`src/rtl/alu_seq_pkg.sv`:
```
// Shared definitions for the sequential ALU: opcode values, FSM states
// and the helper that decides which opcodes run on the iterative datapath.
package alu_pkg;

    localparam logic [3:0] OP_ADD = 4'b0000;
    localparam logic [3:0] OP_SUB = 4'b0001;
    localparam logic [3:0] OP_MUL = 4'b0010;
    localparam logic [3:0] OP_DIV = 4'b0011;
    localparam logic [3:0] OP_AND = 4'b0100;
    localparam logic [3:0] OP_OR  = 4'b0101;
    localparam logic [3:0] OP_XOR = 4'b0110;
    localparam logic [3:0] OP_NOT = 4'b0111;
    localparam logic [3:0] OP_SHL = 4'b1000;
    localparam logic [3:0] OP_SHR = 4'b1001;

    typedef enum logic {
        IDLE,
        EXEC
    } state_e;

    // MUL and DIV use the bit-serial datapath; a DIV by zero is still
    // diverted to the single-cycle path by the caller.
    function automatic logic is_iter(input logic [3:0] sel);
        return (sel == OP_MUL) || (sel == OP_DIV);
    endfunction

endpackage

```
`src/rtl/alu_seq_if.sv`:
```
// Request/response bundle between the register-file side (master) and
// the sequential ALU (slave).
interface alu_seq_if #(
    parameter int WIDTH = 8
);
    logic                   start;
    logic [WIDTH-1:0]       A;
    logic [WIDTH-1:0]       B;
    logic [3:0]             sel;
    logic                   busy;
    logic                   done;
    logic [2*WIDTH-1:0]     result;
    logic                   carry;
    logic                   div_zero;

    modport master (
        output start, A, B, sel,
        input  busy, done, result, carry, div_zero
    );

    modport slave (
        input  start, A, B, sel,
        output busy, done, result, carry, div_zero
    );
endinterface

```
`src/rtl/alu_seq_muldiv_iter.sv`:
```
// Bit-serial multiply/divide engine: shift-add multiplier and restoring
// divider sharing one 2W accumulator and a down-counter. result_o is the
// accumulator value after the current step, so the caller can register it
// on the same edge that last_o is high.
module alu_muldiv_iter #(
    parameter int WIDTH = 8
) (
    input  logic                 clk,
    input  logic                 rst,
    input  logic                 load_i,
    input  logic                 op_i,      // 0 = multiply, 1 = divide
    input  logic                 step_i,
    input  logic [WIDTH-1:0]     a_i,
    input  logic [WIDTH-1:0]     b_i,
    output logic                 last_o,
    output logic [2*WIDTH-1:0]   result_o
);
    localparam int W2    = 2 * WIDTH;
    localparam int CNT_W = $clog2(WIDTH + 1);

    logic [W2-1:0]    acc_q;
    logic [W2-1:0]    acc_step;
    logic [WIDTH-1:0] b_q;
    logic             op_q;
    logic [CNT_W-1:0] cnt_q;
    logic [WIDTH:0]   add_sum;
    logic [WIDTH:0]   rem_sh;
    logic [WIDTH:0]   rem_diff;

    // One iteration: multiply adds B into the upper half when the current
    // multiplier bit is set then shifts right; divide shifts the remainder
    // left and keeps the trial subtraction when it does not borrow.
    always_comb begin
        add_sum  = {1'b0, acc_q[W2-1:WIDTH]} + (acc_q[0] ? {1'b0, b_q} : '0);
        rem_sh   = acc_q[W2-1:WIDTH-1];
        rem_diff = rem_sh - {1'b0, b_q};
        if (op_q) begin
            if (!rem_diff[WIDTH]) begin
                acc_step = {rem_diff[WIDTH-1:0], acc_q[WIDTH-2:0], 1'b1};
            end else begin
                acc_step = {rem_sh[WIDTH-1:0], acc_q[WIDTH-2:0], 1'b0};
            end
        end else begin
            acc_step = {add_sum, acc_q[WIDTH-1:1]};
        end
    end

    // Accumulator, operand copy and iteration counter.
    always_ff @(posedge clk) begin
        // NOTE: state is assigned with <= so every flop samples the
        // pre-edge values, regardless of statement order.
        if (rst) begin
            acc_q <= '0;
            b_q   <= '0;
            op_q  <= 1'b0;
            cnt_q <= '0;
        end else if (load_i) begin
            acc_q <= {{WIDTH{1'b0}}, a_i};
            b_q   <= b_i;
            op_q  <= op_i;
            cnt_q <= CNT_W'(WIDTH);
        end else if (step_i) begin
            acc_q <= acc_step;
            cnt_q <= cnt_q - CNT_W'(1);
        end
    end

    assign last_o   = (cnt_q == CNT_W'(1));
    assign result_o = acc_step;

endmodule

```
`src/rtl/alu_seq.sv`:
```
// Sequential ALU top: IDLE/EXEC control, single-cycle operations and the
// registered result/flag outputs. MUL and non-zero DIV are delegated to
// the bit-serial engine and take WIDTH+1 cycles; everything else takes one.
module alu_seq
    import alu_pkg::*;
#(
    parameter int WIDTH = 8
) (
    input  logic      clk,
    input  logic      rst,
    alu_seq_if.slave  bus
);
    localparam int W2 = 2 * WIDTH;

    state_e         state_q, state_d;
    logic           done_q, done_d;
    logic [W2-1:0]  result_q, result_d;
    logic           carry_q, carry_d;
    logic           div_zero_q, div_zero_d;

    logic           md_load, md_step, md_last;
    logic [W2-1:0]  md_result;
    logic [W2-1:0]  sc_result;
    logic           sc_carry, sc_div_zero;
    logic [WIDTH:0] add_sum, sub_diff;
    logic           div_by_zero, go_iter;

    alu_muldiv_iter #(.WIDTH(WIDTH)) u_muldiv (
        .clk      (clk),
        .rst      (rst),
        .load_i   (md_load),
        .op_i     (bus.sel == OP_DIV),
        .step_i   (md_step),
        .a_i      (bus.A),
        .b_i      (bus.B),
        .last_o   (md_last),
        .result_o (md_result)
    );

    assign div_by_zero = (bus.sel == OP_DIV) && (bus.B == '0);
    assign go_iter     = is_iter(bus.sel) && !div_by_zero;

    // Single-cycle results straight from the live operands.
    always_comb begin
        sc_result   = '0;
        sc_carry    = 1'b0;
        sc_div_zero = 1'b0;
        add_sum     = {1'b0, bus.A} + {1'b0, bus.B};
        sub_diff    = {1'b0, bus.A} - {1'b0, bus.B};
        case (bus.sel)
            OP_ADD: begin
                sc_result[WIDTH-1:0] = add_sum[WIDTH-1:0];
                sc_carry             = add_sum[WIDTH];
            end
            OP_SUB: begin
                sc_result[WIDTH-1:0] = sub_diff[WIDTH-1:0];
                sc_carry             = sub_diff[WIDTH];
            end
            OP_DIV: begin
                // Only reaches the outputs when B is zero.
                sc_result   = {bus.A, {WIDTH{1'b1}}};
                sc_div_zero = 1'b1;
            end
            OP_AND: sc_result[WIDTH-1:0] = bus.A & bus.B;
            OP_OR:  sc_result[WIDTH-1:0] = bus.A | bus.B;
            OP_XOR: sc_result[WIDTH-1:0] = bus.A ^ bus.B;
            OP_NOT: sc_result[WIDTH-1:0] = ~bus.A;
            OP_SHL: begin
                sc_result[WIDTH-1:0] = {bus.A[WIDTH-2:0], 1'b0};
                sc_carry             = bus.A[WIDTH-1];
            end
            OP_SHR: begin
                sc_result[WIDTH-1:0] = {1'b0, bus.A[WIDTH-1:1]};
                sc_carry             = bus.A[0];
            end
            default: ;
        endcase
    end

    // Next state, done pulse and output-register updates.
    always_comb begin
        // NOTE: every signal gets a default first so no path leaves one
        // unassigned, which would otherwise infer a latch.
        state_d    = state_q;
        done_d     = 1'b0;
        result_d   = result_q;
        carry_d    = carry_q;
        div_zero_d = div_zero_q;
        md_load    = 1'b0;
        md_step    = 1'b0;
        case (state_q)
            IDLE: begin
                if (bus.start) begin
                    if (go_iter) begin
                        md_load = 1'b1;
                        state_d = EXEC;
                    end else begin
                        done_d     = 1'b1;
                        result_d   = sc_result;
                        carry_d    = sc_carry;
                        div_zero_d = sc_div_zero;
                    end
                end
            end
            EXEC: begin
                md_step = 1'b1;
                if (md_last) begin
                    state_d    = IDLE;
                    done_d     = 1'b1;
                    result_d   = md_result;
                    carry_d    = 1'b0;
                    div_zero_d = 1'b0;
                end
            end
            default: state_d = IDLE;
        endcase
    end

    // State and output registers with synchronous reset.
    always_ff @(posedge clk) begin
        if (rst) begin
            state_q    <= IDLE;
            done_q     <= 1'b0;
            result_q   <= '0;
            carry_q    <= 1'b0;
            div_zero_q <= 1'b0;
        end else begin
            state_q    <= state_d;
            done_q     <= done_d;
            result_q   <= result_d;
            carry_q    <= carry_d;
            div_zero_q <= div_zero_d;
        end
    end

    assign bus.busy     = (state_q == EXEC);
    assign bus.done     = done_q;
    assign bus.result   = result_q;
    assign bus.carry    = carry_q;
    assign bus.div_zero = div_zero_q;

endmodule

```
`src/flat_wrapper.sv`:
```
// flat-port wrapper written by rule: the top's interface ports become plain ports
module alu_seq_flat import alu_pkg::*;
#(
    parameter int WIDTH = 8
)
  (clk, rst, bus_start, bus_A, bus_B, bus_sel, bus_busy, bus_done, bus_result, bus_carry, bus_div_zero);
  alu_seq_if #(.WIDTH(WIDTH)) bus_i ();
  input  logic clk;
  input  logic rst;
  input wire logic [$bits(bus_i.start)-1:0] bus_start;
  input wire logic [$bits(bus_i.A)-1:0] bus_A;
  input wire logic [$bits(bus_i.B)-1:0] bus_B;
  input wire logic [$bits(bus_i.sel)-1:0] bus_sel;
  output wire logic [$bits(bus_i.busy)-1:0] bus_busy;
  output wire logic [$bits(bus_i.done)-1:0] bus_done;
  output wire logic [$bits(bus_i.result)-1:0] bus_result;
  output wire logic [$bits(bus_i.carry)-1:0] bus_carry;
  output wire logic [$bits(bus_i.div_zero)-1:0] bus_div_zero;
  assign bus_i.start = bus_start;
  assign bus_i.A = bus_A;
  assign bus_i.B = bus_B;
  assign bus_i.sel = bus_sel;
  assign bus_busy = bus_i.busy;
  assign bus_done = bus_i.done;
  assign bus_result = bus_i.result;
  assign bus_carry = bus_i.carry;
  assign bus_div_zero = bus_i.div_zero;
  alu_seq #(.WIDTH(WIDTH)) u_core (.clk(clk), .rst(rst), .bus(bus_i));
endmodule
```
`config.mk`:
```
export PLATFORM = sky130hd
export DESIGN_NAME = alu_seq_flat
export DESIGN_NICKNAME = d
export VERILOG_FILES = /design/src/rtl/alu_seq_pkg.sv /design/src/rtl/alu_seq_if.sv /design/src/rtl/alu_seq_muldiv_iter.sv /design/src/rtl/alu_seq.sv /design/src/flat_wrapper.sv
export SDC_FILE = /design/constraint.sdc
export NUM_CORES = 1
export LEC_CHECK = 0
export CAP_MARGIN = 20
export CORE_MARGIN = 10
export CORE_UTILIZATION = 50
export CTS_CLUSTER_SIZE = 40
export DETAILED_ROUTE_END_ITERATION = 8
export GPL_ROUTABILITY_DRIVEN = 0
export GPL_TIMING_DRIVEN = 0
export PLACE_DENSITY = 0.71
export SYNTH_ARGS = -nofsm -noshare
export SYNTH_HDL_FRONTEND = slang
export SYNTH_SLANG_ARGS = --single-unit
```
`constraint.sdc`:
```
create_clock -name clk -period 5.8 [get_ports clk]
set_input_delay 1.45 -clock clk [delete_from_list [all_inputs] [get_ports clk]]
set_output_delay 1.45 -clock clk [all_outputs]
set_load 0.01 [all_outputs]
```
==> impl_metrics.csv <==
group,metric,value,unit
clock_network,ctsHoldBuffers,0,
sta,slew_headroom,0.311,
global_route,grt_pass1_wl,22600,um
sta,tightest_slew,1.02,ns
worst_hold_path,whs_path_depth,1,
synth,synth_top_area_frac,0.224,
floorplanning,io_pins,43,
cells_and_area,drive_above_1_share,0.0548,
detailed_routing,wl_per_cell,19.0,um
clock_network,ctsResizeCount,0,
synth,synth-edff-count,0,
cells_and_area,multiInputGateArea,3070,um2
sta,finalCritPeriodShare,0.689,
sta,max_freq,250,MHz
floorplanning,chipHeight,113,um
sta,hold_viol,0,
cells_and_area,fin_area,5010,um2
worst_setup_path,cpMaxStageDelayCell,"clkdlybuf4s50_1",
detailed_routing,drt-total-wl,13900,um
clock_network,htreeDepth,2,
synth,yosysSeqAreaShare,0.224,
cells_and_area,nFillCells,836,
global_route,grt_max_degree,17,
global_route,grt_antenna_before_repair,0,
worst_setup_path,critPathBufInv,1,
worst_setup_path,critPathMaxFanout,7,
flow_run,maxCapViolCount,0,
clock_network,cts.clk_slew.worst_paths,0.10,ns
worst_setup_path,cp_cell_sequence,"clkdlybuf4s50_1 -> ha_1 -> fa_1 -> a21oi_1 -> o21bai_1 -> a221oi_1 -> a21oi_1 -> o41ai_1 -> a311oi_1",
synth,netlist_area,4370,um2
detailed_routing,drc,0,
detailed_routing,antenna_left,0,
detailed_routing,num_vias,4588,
floorplanning,rows,34,
cells_and_area,layout.nets,689,
power_and_ir_drop,p_leak,0.00200,uW
worst_setup_path,cp.arrival,4.17,ns
global_route,grt_overflow,0,
worst_setup_path,end_kind,"flip-flop",
clock_network,clkSinkCount,49,
synth,ys.flop_type,"dfxtp_1",
power_and_ir_drop,cellPowerDensity,168,nW/um2
sta,period_minus_slack,4.00,ns
cells_and_area,area_growth,14.7,%
worst_setup_path,rr_worst_depth,10,
sta,clock_skew,0.0126,ns
synth,synth_top_area_cell,"dfxtp_1",
place,dp_hpwl,11000,um
synth,synth_fp_nets,640,
clock_network,cts_buffers,5,
worst_setup_path,cp_common_cell,"a21oi_1",
floorplanning,start_util,0.509,
clock_network,clkLatencyLatePin,0.32,ns
sta,grt_setup_unrepaired,"false",
worst_setup_path,worst-endpoint-required,5.98,ns
place,dpl_cell_area,4920,um2
synth,ys_top_cells_by_area,"dfxtp_1 22%, ha_1 12%, a21oi_1 6.0%",
synth,async_reset_ff_frac,0,
sta,drv_slew,0,
outcome,outcome,"complete, no violations",
synth,ys_ff_latch,49,
synth,synth.distinct_cells,64,
clock_network,ctsRootBufferMaster,"clkbuf_8",
worst_setup_path,cp.depth,9,
synth,syn_avg_cell_area,7.65,um2
floorplanning,dieArea,12900,um2
cells_and_area,seq_area,981,um2
synth,synth_cells,571,
place,port_buffers,41,
floorplanning,die_w,113,um
synth,yosys_warnings,0,
worst_setup_path,start_kind,"input port",
worst_setup_path,cp_top_family,"compound AO/OA/AOI/OAI gates",
worst_hold_path,hold_class,"flip-flop to flip-flop",
sta,tns,0,ns
clock_network,cts_tree,"yes",
sta,setup_viol,0,
worst_setup_path,path_class,"input port to flip-flop",
clock_network,clockBufferDepth,2,
power_and_ir_drop,ir_worst_vdd,0.0902,mV
detailed_routing,drt_first_iter_violations,289,
clock_network,postCtsSetupRepairBufs,0,
global_route,grt_usage,0.211,
detailed_routing,via_per_inst,6.29,
detailed_routing,first_pass_iters,4,
cells_and_area,diodes,0,
worst_setup_path,worst_path_largest_cell_delay,0.58,ns
floorplanning,fp.coreArea,8590,um2
global_route,grt_pass1_vias,4506,
-- kinds of logic after synthesis --
| family | count (synthesis) | synth area share |
|---|---|---|
| compound gates | 175 | 0.272 |
| xor+xnor | 13 | 0.0261 |
| fa+ha+maj | 46 | 0.139 |
| buf+inv | 80 | 0.0733 |
| flops | 49 | 0.224 |
| mux | 28 | 0.0661 |
| simple gates | 180 | 0.200 |
-- per-layer routing --
metal	GRT usage	up-vias	wire length [um]
li1	-	2164	-
met2	0.352	240	6450
met3	0.0289	37	1050
met5	0	-	0
met4	0.0821	0	428
met1	0.267	2147	5930
-- synth_stat cells, types with 4 or more instances --
cell,count
nor2_1,65
a21oi_1,52
dfxtp_1,49
inv_1,45
ha_1,42
clkbuf_1,28
nand2_1,27
o21ai_0,27
a211oi_1,21
mux2i_1,21
nand3_1,17
nor3_1,16
xnor2_1,11
and2_1,10
nand2b_1,10
a21o_1,8
a311oi_1,7
mux2_2,7
nand3b_1,7
nor4_1,7
a221oi_1,6
nor2b_1,6
a22oi_1,4
a31o_2,4
a31oi_1,4
and3_1,4
buf_2,4
fa_1,4
o21bai_1,4
-- layout by cell type, fill, tap and decap left out, types with 4 or more instances in the layout --
| cell type | n |
|---|---|
| a311oi_1 | 7 |
| a22oi_1 | 4 |
| o21bai_1 | 4 |
| inv_1 | 45 |
| nand3_1 | 17 |
| a21o_1 | 8 |
| mux2i_1 | 21 |
| buf_2 | 5 |
| dfxtp_1 | 49 |
| nor2_1 | 65 |
| clkdlybuf4s50_1 | 41 |
| fa_1 | 4 |
| nand3b_1 | 7 |
| a31o_2 | 4 |
| nor4_1 | 7 |
| a211oi_1 | 21 |
| a221oi_1 | 6 |
| xnor2_1 | 11 |
| nor2b_1 | 6 |
| clkbuf_8 | 5 |
| clkbuf_1 | 28 |
| a21oi_1 | 52 |
| nand2_1 | 27 |
| nand2b_1 | 10 |
| ha_1 | 42 |
| nor3_1 | 16 |
| mux2_2 | 7 |
| a31oi_1 | 4 |
| and2_1 | 10 |
| and3_1 | 4 |
| o21ai_0 | 27 |
-- final cells by class --
type | count | area share
Sequential cell | 49 | 0.196
Clock buffer | 5 | 0.0137
Tap cell | 108 | 0.0270
Clock inverter | 3 | 0.00424
Multi-Input combinational cell | 442 | 0.612
Timing Repair Buffer | 42 | 0.0829
Buffer | 35 | 0.0302
Inverter | 45 | 0.0337
-- where the power goes --
group / internal, uW / total [uW] / switching (uW)
sequential: 350 / 361 / 11.1
combinational: 110 / 271 / 160
clock: 85.9 / 211 / 125
total: 546 / 843 / 297
-- sequential cells by signal, summed over array words and instances, names as in the netlist --
register and count:
u_core.u_muldiv.op_q 1, u_core.u_muldiv.b_q 8, u_core.bus.busy 1, u_core.u_muldiv.acc_q 16
u_core.bus.done 1, u_core.bus.carry 1, u_core.u_muldiv.cnt_q 4, u_core.bus.div_zero 1
u_core.bus.result 16
-- path summary, 6_finish.rpt --
kind	start	end	slack (ns)
worst min-delay path	u_core.u_muldiv.cnt_q[3]$_SDFFE_PP0P_	u_core.u_muldiv.cnt_q[3]$_SDFFE_PP0P_	0.49
worst min register to register	u_core.u_muldiv.cnt_q[3]$_SDFFE_PP0P_	u_core.u_muldiv.cnt_q[3]$_SDFFE_PP0P_	0.49
worst max-delay path	bus_A[0]	u_core.bus.result[4]$_SDFFE_PP0P_	1.80
worst max register to register	u_core.u_muldiv.acc_q[7]$_SDFFE_PP0P_	u_core.bus.result[9]$_SDFFE_PP0P_	2.66
-- stage by stage --
stage / utilization / hold WS, ns / std cells / setup slack (ns) / total power [uW]
global placement: 0.572 / 0.456 / 720 / 1.51 / 629
finish: 0.583 / 0.492 / 729 / 1.80 / 843
detailed placement: 0.573 / 0.480 / 721 / 1.53 / 635
global route: 0.583 / 0.517 / 729 / 1.62 / 882
CTS: 0.583 / 0.494 / 729 / 1.85 / 839
floorplan: - / 0.444 / 571 / 2.61 / 538
(Power assumes the default switching activity.)
